**src/rtl/modulus_peak_detect.sv**
```systemverilog
// Per-frame peak magnitude, peak index and threshold hit count over a stream of
// magnitude samples, delivered through a valid/ready result register.
module modulus_peak_detect #(
  parameter int DATA_W    = 31,
  parameter int FRAME_LEN = 64,
  parameter int IDX_W     = 6
) (
  input  logic              clk,
  input  logic              reset,
  input  logic              ce,
  input  logic              in_valid,
  input  logic [DATA_W-1:0] sample1,
  input  logic [DATA_W-1:0] threshold,
  input  logic              frame_sync,
  output logic [DATA_W-1:0] peak_value,
  output logic [IDX_W-1:0]  peak_index,
  output logic [IDX_W:0]    hit_count,
  output logic              out_valid,
  input  logic              out_ready,
  output logic              overrun,
  output logic              fsm_state
);

  // Handshake: a result is transferred at a rising edge where ce && out_valid && out_ready;
  // while out_valid is high and no transfer occurs, the result outputs hold steady.

  typedef enum logic {IDLE = 1'b0, ACCUM = 1'b1} state_t;

  localparam logic [IDX_W-1:0] LAST_K  = IDX_W'(FRAME_LEN - 1);
  localparam logic [IDX_W-1:0] IDX_ONE = IDX_W'(1);
  localparam logic [IDX_W:0]   HIT_ONE = (IDX_W + 1)'(1);

  state_t              state;
  state_t              state_next;
  logic [IDX_W-1:0]    cnt;
  logic [DATA_W-1:0]   max_r;
  logic [IDX_W-1:0]    idx_r;
  logic [IDX_W:0]      hits_r;

  logic                accept;
  logic [IDX_W-1:0]    k;
  logic                is_hit;
  logic [DATA_W-1:0]   max_n;
  logic [IDX_W-1:0]    idx_n;
  logic [IDX_W:0]      hits_n;
  logic                last;
  logic                consume;

  assign fsm_state = state;
  assign accept    = ce && in_valid;
  assign consume   = ce && out_valid && out_ready;

  // frame_sync makes the current sample position 0, so a simultaneous sample opens the new frame.
  always_comb begin
    k      = frame_sync ? '0 : cnt;
    is_hit = sample1 > threshold;
    max_n  = max_r;
    idx_n  = idx_r;
    hits_n = hits_r;
    if (k == '0) begin
      max_n  = sample1;
      idx_n  = '0;
      hits_n = is_hit ? HIT_ONE : '0;
    end else begin
      if (sample1 > max_r) begin
        max_n = sample1;
        idx_n = k;
      end
      if (is_hit) hits_n = hits_r + HIT_ONE;
    end
    last = accept && (k == LAST_K);
  end

  always_comb begin
    state_next = state;
    if (ce) begin
      if (accept)          state_next = last ? IDLE : ACCUM;
      else if (frame_sync) state_next = IDLE;
    end
  end

  always_ff @(posedge clk or negedge reset) begin
    if (!reset) state <= IDLE;
    else        state <= state_next;
  end

  always_ff @(posedge clk or negedge reset) begin
    if (!reset) begin
      cnt        <= '0;
      max_r      <= '0;
      idx_r      <= '0;
      hits_r     <= '0;
      peak_value <= '0;
      peak_index <= '0;
      hit_count  <= '0;
      out_valid  <= 1'b0;
      overrun    <= 1'b0;
    end else if (ce) begin
      if (accept) begin
        max_r  <= max_n;
        idx_r  <= idx_n;
        hits_r <= hits_n;
        cnt    <= last ? '0 : k + IDX_ONE;
      end else if (frame_sync) begin
        cnt <= '0;
      end
      if (last) begin
        peak_value <= max_n;
        peak_index <= idx_n;
        hit_count  <= hits_n;
        out_valid  <= 1'b1;
        // A result still waiting (not taken at this edge) is being replaced.
        if (out_valid && !out_ready) overrun <= 1'b1;
      end else if (consume) begin
        out_valid <= 1'b0;
      end
    end
  end

endmodule

```
**config.mk**
```make
export PLATFORM = sky130hd
export DESIGN_NAME = modulus_peak_detect
export DESIGN_NICKNAME = d
export VERILOG_FILES = /design/src/rtl/modulus_peak_detect.sv
export SDC_FILE = /design/constraint.sdc
export NUM_CORES = 1
export LEC_CHECK = 0
export BUFFER_PORTS_ARGS = -buffer_cell sky130_fd_sc_hd__buf_2
export CORE_ASPECT_RATIO = 1.25
export CORE_MARGIN = 10
export CORE_UTILIZATION = 30
export CTS_BUF_LIST = sky130_fd_sc_hd__clkbuf_8
export CTS_CLUSTER_DIAMETER = 150
export DETAILED_ROUTE_END_ITERATION = 10
export GPL_ROUTABILITY_DRIVEN = 0
export PLACE_DENSITY = 0.47
export SETUP_SLACK_MARGIN = 0.5
export SKIP_LAST_GASP = 1
export SYNTH_ARGS = -nofsm -noshare
export SYNTH_HDL_FRONTEND = slang
export SYNTH_SLANG_ARGS = --single-unit
```
**constraint.sdc**
```tcl
create_clock -name clk -period 3.42 [get_ports clk]
set_input_delay 0.684 -clock clk [delete_from_list [all_inputs] [get_ports clk]]
set_output_delay 0.684 -clock clk [all_outputs]
set_load 0.02 [all_outputs]
```
==> results of run 1 <==
-- logic make-up (layout without fill, tap and decap cells) --
group | count (synthesis) | after routing | synth area share, %
buffers and inverters | 95 | 212 | 6.94
muxes | 67 | 67 | 13.3
AOI/OAI and AO/OA | 131 | 131 | 13.4
and+or+nand+nor | 148 | 148 | 12.1
xor gates and xnor gates | 3 | 3 | 0.436
DFF | 97 | 97 | 40.3
adders and majority gates | 65 | 65 | 13.5
-- registers in the layout, summed over array words and instances, names as in the netlist --
signal	flops
overrun	1
fsm_state	1
peak_value	31
idx_r	6
max_r	31
hits_r	7
hit_count	7
out_valid	1
peak_index	6
cnt	6
-- Yosys cell counts (12+ instances only) --
library cell  instances  area, µm²
nand3_1              12       60.1
mux2_4               24        360
inv_1                74        278
nand4_1              14       87.6
mux2i_1              36        360
clkbuf_1             12       45.0
a21oi_1              63        315
o21ai_0              23        115
dfrtp_1              97       2430
nand2_1              43        161
nor2_1               44        165
ha_1                 65        813
-- final cells by class --
class / instances / area share [%]
Sequential cell: 97 / 34.1
Clock inverter: 5 / 0.791
Timing Repair Buffer: 123 / 9.70
Clock buffer: 10 / 1.93
Tap cell: 265 / 4.66
Inverter: 74 / 3.90
Multi-Input combinational cell: 414 / 44.9
-- report_power, final --
group | switching, mW | internal, mW
Sequential | 0.146 | 1.31
Combinational | 0.608 | 0.585
Clock | 0.439 | 0.353
-- worst max-delay path, delay by kind of cell --
| kind | cells | cell delay (ns) |
|---|---|---|
| and+or+nand+nor | 4 | 1.32 |
| adders and majority gates | 1 | 0.32 |
| AOI/OAI and AO/OA | 3 | 0.55 |
| buffers and inverters | 1 | 0.13 |
-- metal layers --
layer  wire length [µm]  global-route usage [%]  vias to the layer above
li1                   -                       -                     2359
met1               7080                    14.8                     2336
met2               8430                    22.3                      112
met3                694                    2.79                       27
met4                463                    6.14                        0
met5                  0                       0                        -
-- metrics by stage --
step | std cells | area [µm²] | util, % | worst slack (ns) | power (mW)
final | 988 | 7120 | 36.3 | 0.693 | 3.45
after global routing | 988 | 7120 | 36.3 | 0.519 | 3.69
after CTS | 988 | 7110 | 36.3 | 0.524 | 3.49
after detailed placement | 973 | 6920 | 35.3 | 0.105 | 2.69
after global placement | 973 | 6920 | 35.3 | 0.140 | 2.66
after floorplan | 606 | 6030 | - | 0.544 | 2.36
-- path summary, 6_finish.rpt --
check                                 to  slack, ns  cells after the start
setup / recovery               hits_r[5]       0.69                      9
hold / removal             peak_value[4]       0.43                      1
setup reg to reg               max_r[23]       0.70                     10
hold reg to reg            peak_index[4]       0.46                      2
max in group asynchronous   hit_count[6]       2.29                      2
min in group clk           peak_index[4]       0.46                      2
==> summary.md, run 1 <==
| Metric | Value |
|---|---|
| DIE WIDTH | `147 µm` |
| Sequential share of the synthesized area | `40.3%` |
| Clock Root Buffer | `clkbuf_8` |
| Setup TNS Final | `0 ns` |
| DRC viols | `0` |
| Setup Fix Bufs, Post-CTS | `0` |
| Most frequent cells in the layout | `buf_2 (113), dfrtp_1 (97), inv_1 (74)` |
| FF-to-FF Start | `max_r[6]` |
| DPL Wire Length | `12,700 µm` |
| Main synth FF type | `dfrtp_1` |
| Worst vdd ir | `211 µV` |
| Count of final setup violators | `0` |
| Initial core utilization | `30.7%` |
| MaxCap Viol Count | `0` |
| Number of synthesized flops with an enable pin | `0` |
| CP required | `3.70 ns` |
| Highest Clock Rate | `367 MHz` |
| DRT antenna net count | `0` |
| Clock slew at reported path FFs | `0.09 ns` |
| Critical Path Source Type | `primary input` |
| CTS tree | `done` |
| Register bit total from synthesis | `97` |
| Die Height | `178 µm` |
| Area Growth Syn to Fin | `18.2%` |
| Most common cell after layout, fill and taps aside | `buf_2` |
| Clock sinks | `97` |
| Crit-path cells | `buf_2 > ha_1 > nand4_1 > or4_4 > nor2b_1 > a21oi_1 > or2_4 > a32o_1 > a31o_2` |
| Final-stage net count | `852` |
| Hold Vio Cnt, Final | `0` |
| WP data arrival | `3.01 ns` |
| # rows | `57` |
| PortBufs | `114` |
| Initial antenna violation count | `0` |
| Final wirelength | `16,700 µm` |
| Clock Latency Late Sink | `0.39 ns` |
| Die ar. | `26,200 µm²` |
| Clk_skew | `0.0150 ns` |
| CTS Hold Bufs | `0` |
| Diodes inserted | `0` |
| Multi-input logic area | `3200 µm²` |
| GR Util All Layers | `12.9%` |
| DRT iter0 DRCs | `183` |
| Pins Over Slew Limit | `0` |
| Max FO, Critical Path | `11` |
| Share of cells above drive strength 1 | `25.6%` |
| Avg WL per Cell | `16.9 µm` |
| Sequential Area | `2430 µm²` |
| Least-Margin Pin Slew | `0.905 ns` |
| Worst path max stage delay | `0.62 ns` |
| Core area | `19,600 µm²` |
| Crit. Startpoint | `sample1[13]` |
| I/O pins | `115` |
| Status | `completed` |
| Mapped Nets | `739` |
| CP max stage cell | `or4_4` |
| # resized after CTS | `0` |
| First-pass GRT wire length | `27,100 µm` |
| Critical Path Sink Type | `register` |
| Hold/Removal Path Class | `primary input to async pin` |
| FFs w/ async S/R, synth | `100%` |
| TritonRoute pass-1 iters | `6` |
| Syn Inst Count | `606` |
| Vias in the first global route | `5,124` |
| Slew HR | `39.6%` |
| Synthesis Warnings | `0` |
| LEAKAGE | `3.73 nW` |
| Netlist cell types | `60` |
| Min cycle time layout | `2.73 ns` |
| Via count | `4,834` |
| Final hold slack | `0.428 ns` |
| Clk buf depth | `2` |
| Final Cycle Share | `79.7%` |
| CTS H-Tree Depth | `3` |
| TritonCTS buffer count | `9` |
| Post-synth design cell area | `6030 µm²` |
| GRT Residual Overflow | `0` |
| Vias/cell | `4.89` |
| Kind of critical path | `primary input to register` |
| PD cells | `484 nW/µm²` |
| Largest net degree at the start of global routing | `65` |
| Unrepaired setup endpoints after global routing | `false` |
| Filler cells | `2,007` |
| Synthesized area per cell | `9.94 µm²` |
Power figures use the tool's default switching activity.
==> run 2, diff against run 1 <==
==> constraint.sdc (replaced) <==
create_clock -name clk -period 2.69 [get_ports clk]
set_input_delay 0.538 -clock clk [delete_from_list [all_inputs] [get_ports clk]]
set_output_delay 0.538 -clock clk [all_outputs]
set_load 0.02 [all_outputs]
==> run 2 against run 1 <==
Net effect: the flow now finishes with violations (negative setup slack); hold slack got worse by 0.28 ns; setup slack got worse by 0.71 ns; via count increased by 8.0%; sequential share of layout area decreased by 7.0 points; critical endpoint is now max_r[21]; largest cell class unchanged.
==> summary.md, run 2 (synthesis gave the netlist of run 1 again) <==
| Metric | Value |
|---|---|
| Status | `complete, but fails checks` |
| Failing checks | `negative setup slack` |
| Clock sinks | `97 (unchanged)` |
| Max FO, Critical Path | `6 (-5)` |
| CTS H-Tree Depth | `3 (unchanged)` |
| Critical Path Sink Type | `register` |
| Most frequent cells in the layout | `buf_2 (106), dfrtp_1 (97), buf_4 (87)` |
| Hold/Removal Path Class | `primary input to async pin` |
| Clock Latency Late Sink | `0.38 ns (about the same)` |
| Least-Margin Pin Slew | `0.583 ns (-0.322 ns)` |
| Count of final setup violators | `6 (+6)` |
| Pins Over Slew Limit | `0 (unchanged)` |
| CP bufs+invs | `5 (+4)` |
| Min cycle time layout | `2.70 ns` |
| GRT Residual Overflow | `0 (unchanged)` |
| DIE WIDTH | `147 µm (unchanged)` |
| DPL Wire Length | `13,300 µm (+4.6%)` |
| GR Util All Layers | `13.8% (+0.92 points)` |
| Crit-path cells | `inv_1 > ha_4 > nand4_1 > nor4_2 > buf_4 > nand2_4 > buf_4 > a22o_4 > o21ai_4 > buf_12 > clkbuf_16 > mux2_4` |
| LEAKAGE | `4.39 nW (+18%)` |
| Core area | `19,600 µm² (unchanged)` |
| Clk_skew | `0.0131 ns (-0.00191 ns)` |
| GR met3 Demand/Resource | `2.61% (-0.18 points)` |
| Share of cells above drive strength 1 | `46.0% (+20 points)` |
| WP data arrival | `2.97 ns (-0.04 ns)` |
| Cell mode on critical path | `buf_4` |
| Initial antenna violation count | `0 (unchanged)` |
| Slew HR | `61.1% (+21 points)` |
| PortBufs | `114 (unchanged)` |
| CTS tree | `done` |
| Met2 Use GR | `24.3% (+2.0 points)` |
| Family with the most delay on the worst path | `buffers and inverters` |
| Final-stage net count | `956 (+12%)` |
| Critical Path Source Type | `register` |
| Initial core utilization | `30.7% (unchanged)` |
| CTS Hold Bufs | `0 (unchanged)` |
| DRC viols | `0 (unchanged)` |
| Met1 Use GR | `16.5% (+1.7 points)` |
| Vias in the first global route | `5,691 (+11%)` |
| Worst setup margin | `-0.0119 ns (-0.705 ns)` |
| Via count | `5,223 (+8.0%)` |
| Unrepaired setup endpoints after global routing | `true` |
| Final Cycle Share | `100%` |
| Die ar. | `26,200 µm² (unchanged)` |
| Top Registers | `max_r x31, peak_value x31` |
| TritonRoute pass-1 iters | `4 (-2)` |
| CP max stage cell | `dfrtp_1` |
| I/O pins | `115 (unchanged)` |
| Hold Vio Cnt, Final | `0 (unchanged)` |
| Most common cell after layout, fill and taps aside | `buf_2` |
| TritonCTS buffer count | `9 (unchanged)` |
| Highest Clock Rate | `370 MHz` |
| MaxCap Viol Count | `0 (unchanged)` |
| Placed inst area | `7600 µm² (+9.9%)` |
| Largest net degree at the start of global routing | `42 (-35%)` |
| Multi-input logic area | `3990 µm² (+25%)` |
| Die Height | `178 µm (unchanged)` |
| Vias/cell | `4.78 (-2.3%)` |
| Global route hottest layer | `met2` |
| Final design area excluding fillers | `8960 µm² (+26%)` |
| Filler cells | `1,890 (-5.8%)` |
| Worst path max stage delay | `0.39 ns (-0.23 ns)` |
| Clk buf depth | `2 (unchanged)` |
| Worst vdd ir | `259 µV (+23%)` |
| Area Growth Syn to Fin | `48.7%` |
| Clock slew at reported path FFs | `0.11 ns (+0.02 ns)` |
| Final wirelength | `18,400 µm (+11%)` |
| Place WS | `-0.295 ns (-0.400 ns)` |
| DRT antenna net count | `0 (unchanged)` |
| First-pass GRT wire length | `29,300 µm (+8.2%)` |
| FF-to-FF setup slack | `-0.01 ns (-0.71 ns)` |
| # rows | `57 (unchanged)` |
| Kind of critical path | `register to register` |
| Avg WL per Cell | `16.9 µm (about the same)` |
| Sequential Area | `2430 µm² (unchanged)` |
| DRT iter0 DRCs | `253 (+38%)` |
| Final hold slack | `0.149 ns (-0.278 ns)` |
| Diodes inserted | `0 (unchanged)` |
| PD cells | `611 nW/µm² (+26%)` |
| CP required | `2.96 ns (-0.74 ns)` |
| Clock Root Buffer | `clkbuf_8` |
[run 2: through the flow]
step | instances | setup TNS [ns] | total power, mW | util (%)
floorplan | 606 | 0 | 3.12 | -
global placement | 1026 | -11.73 | 3.65 | 38.8
detailed placement | 1026 | -15.36 | 3.69 | 38.8
CTS | 1073 | 0 | 5.08 | 43.4
global route | 1093 | -3.28 | 5.85 | 45.7
finish | 1093 | -0.0273 | 5.48 | 45.7
[run 2: power by group]
part | internal [mW] | total [mW] | switching, mW
combinational | 1.49 | 2.64 | 1.16
clock | 0.428 | 0.986 | 0.558
sequential | 1.67 | 1.85 | 0.177
total | 3.59 | 5.48 | 1.89
[run 2: routing by layer]
| metal | routed length (µm) | part of all wire, % |
|---|---|---|
| met5 | 0 | 0 |
| met4 | 283 | 1.5 |
| met1 | 8150 | 44 |
| met2 | 9420 | 51 |
| met3 | 573 | 3.1 |
[run 2: layout make-up]
| type | count | share of cell area, % |
|---|---|---|
| timing repair buffer | 227 | 19.2 |
| tap | 265 | 3.70 |
| sequential | 97 | 27.1 |
| clock buffer | 9 | 1.38 |
| multi-input combinational | 414 | 44.5 |
| inverter | 74 | 3.32 |
| clock inverter | 7 | 0.796 |
[run 2: path summary, 6_finish.rpt]
path                            from        endpoint  depth (start not counted)
setup / recovery           max_r[25]       max_r[21]                         12
hold / removal                 reset  peak_value[27]                          1
setup reg to reg           max_r[25]       max_r[21]                         12
hold reg to reg              overrun         overrun                          1
max in group asynchronous      reset          cnt[1]                          2
min in group clk                  ce          cnt[4]                          2
[run 2: timing repair]
action,in CTS,in global routing
cloned,2,3
setup buffers,29,17
setup endpoints to repair,88,88
pin swaps,34,40
gates resized for setup,77,47
[run 2: worst register-to-register path, stage by stage, from the launching register on]
cell	delay [ns]
dfrtp_1	0.39
inv_1	0.09
ha_4	0.27
nand4_1	0.17
nor4_2	0.30
buf_4	0.17
nand2_4	0.05
buf_4	0.14
a22o_4	0.26
o21ai_4	0.14
buf_12	0.16
clkbuf_16	0.16
mux2_4	0.29
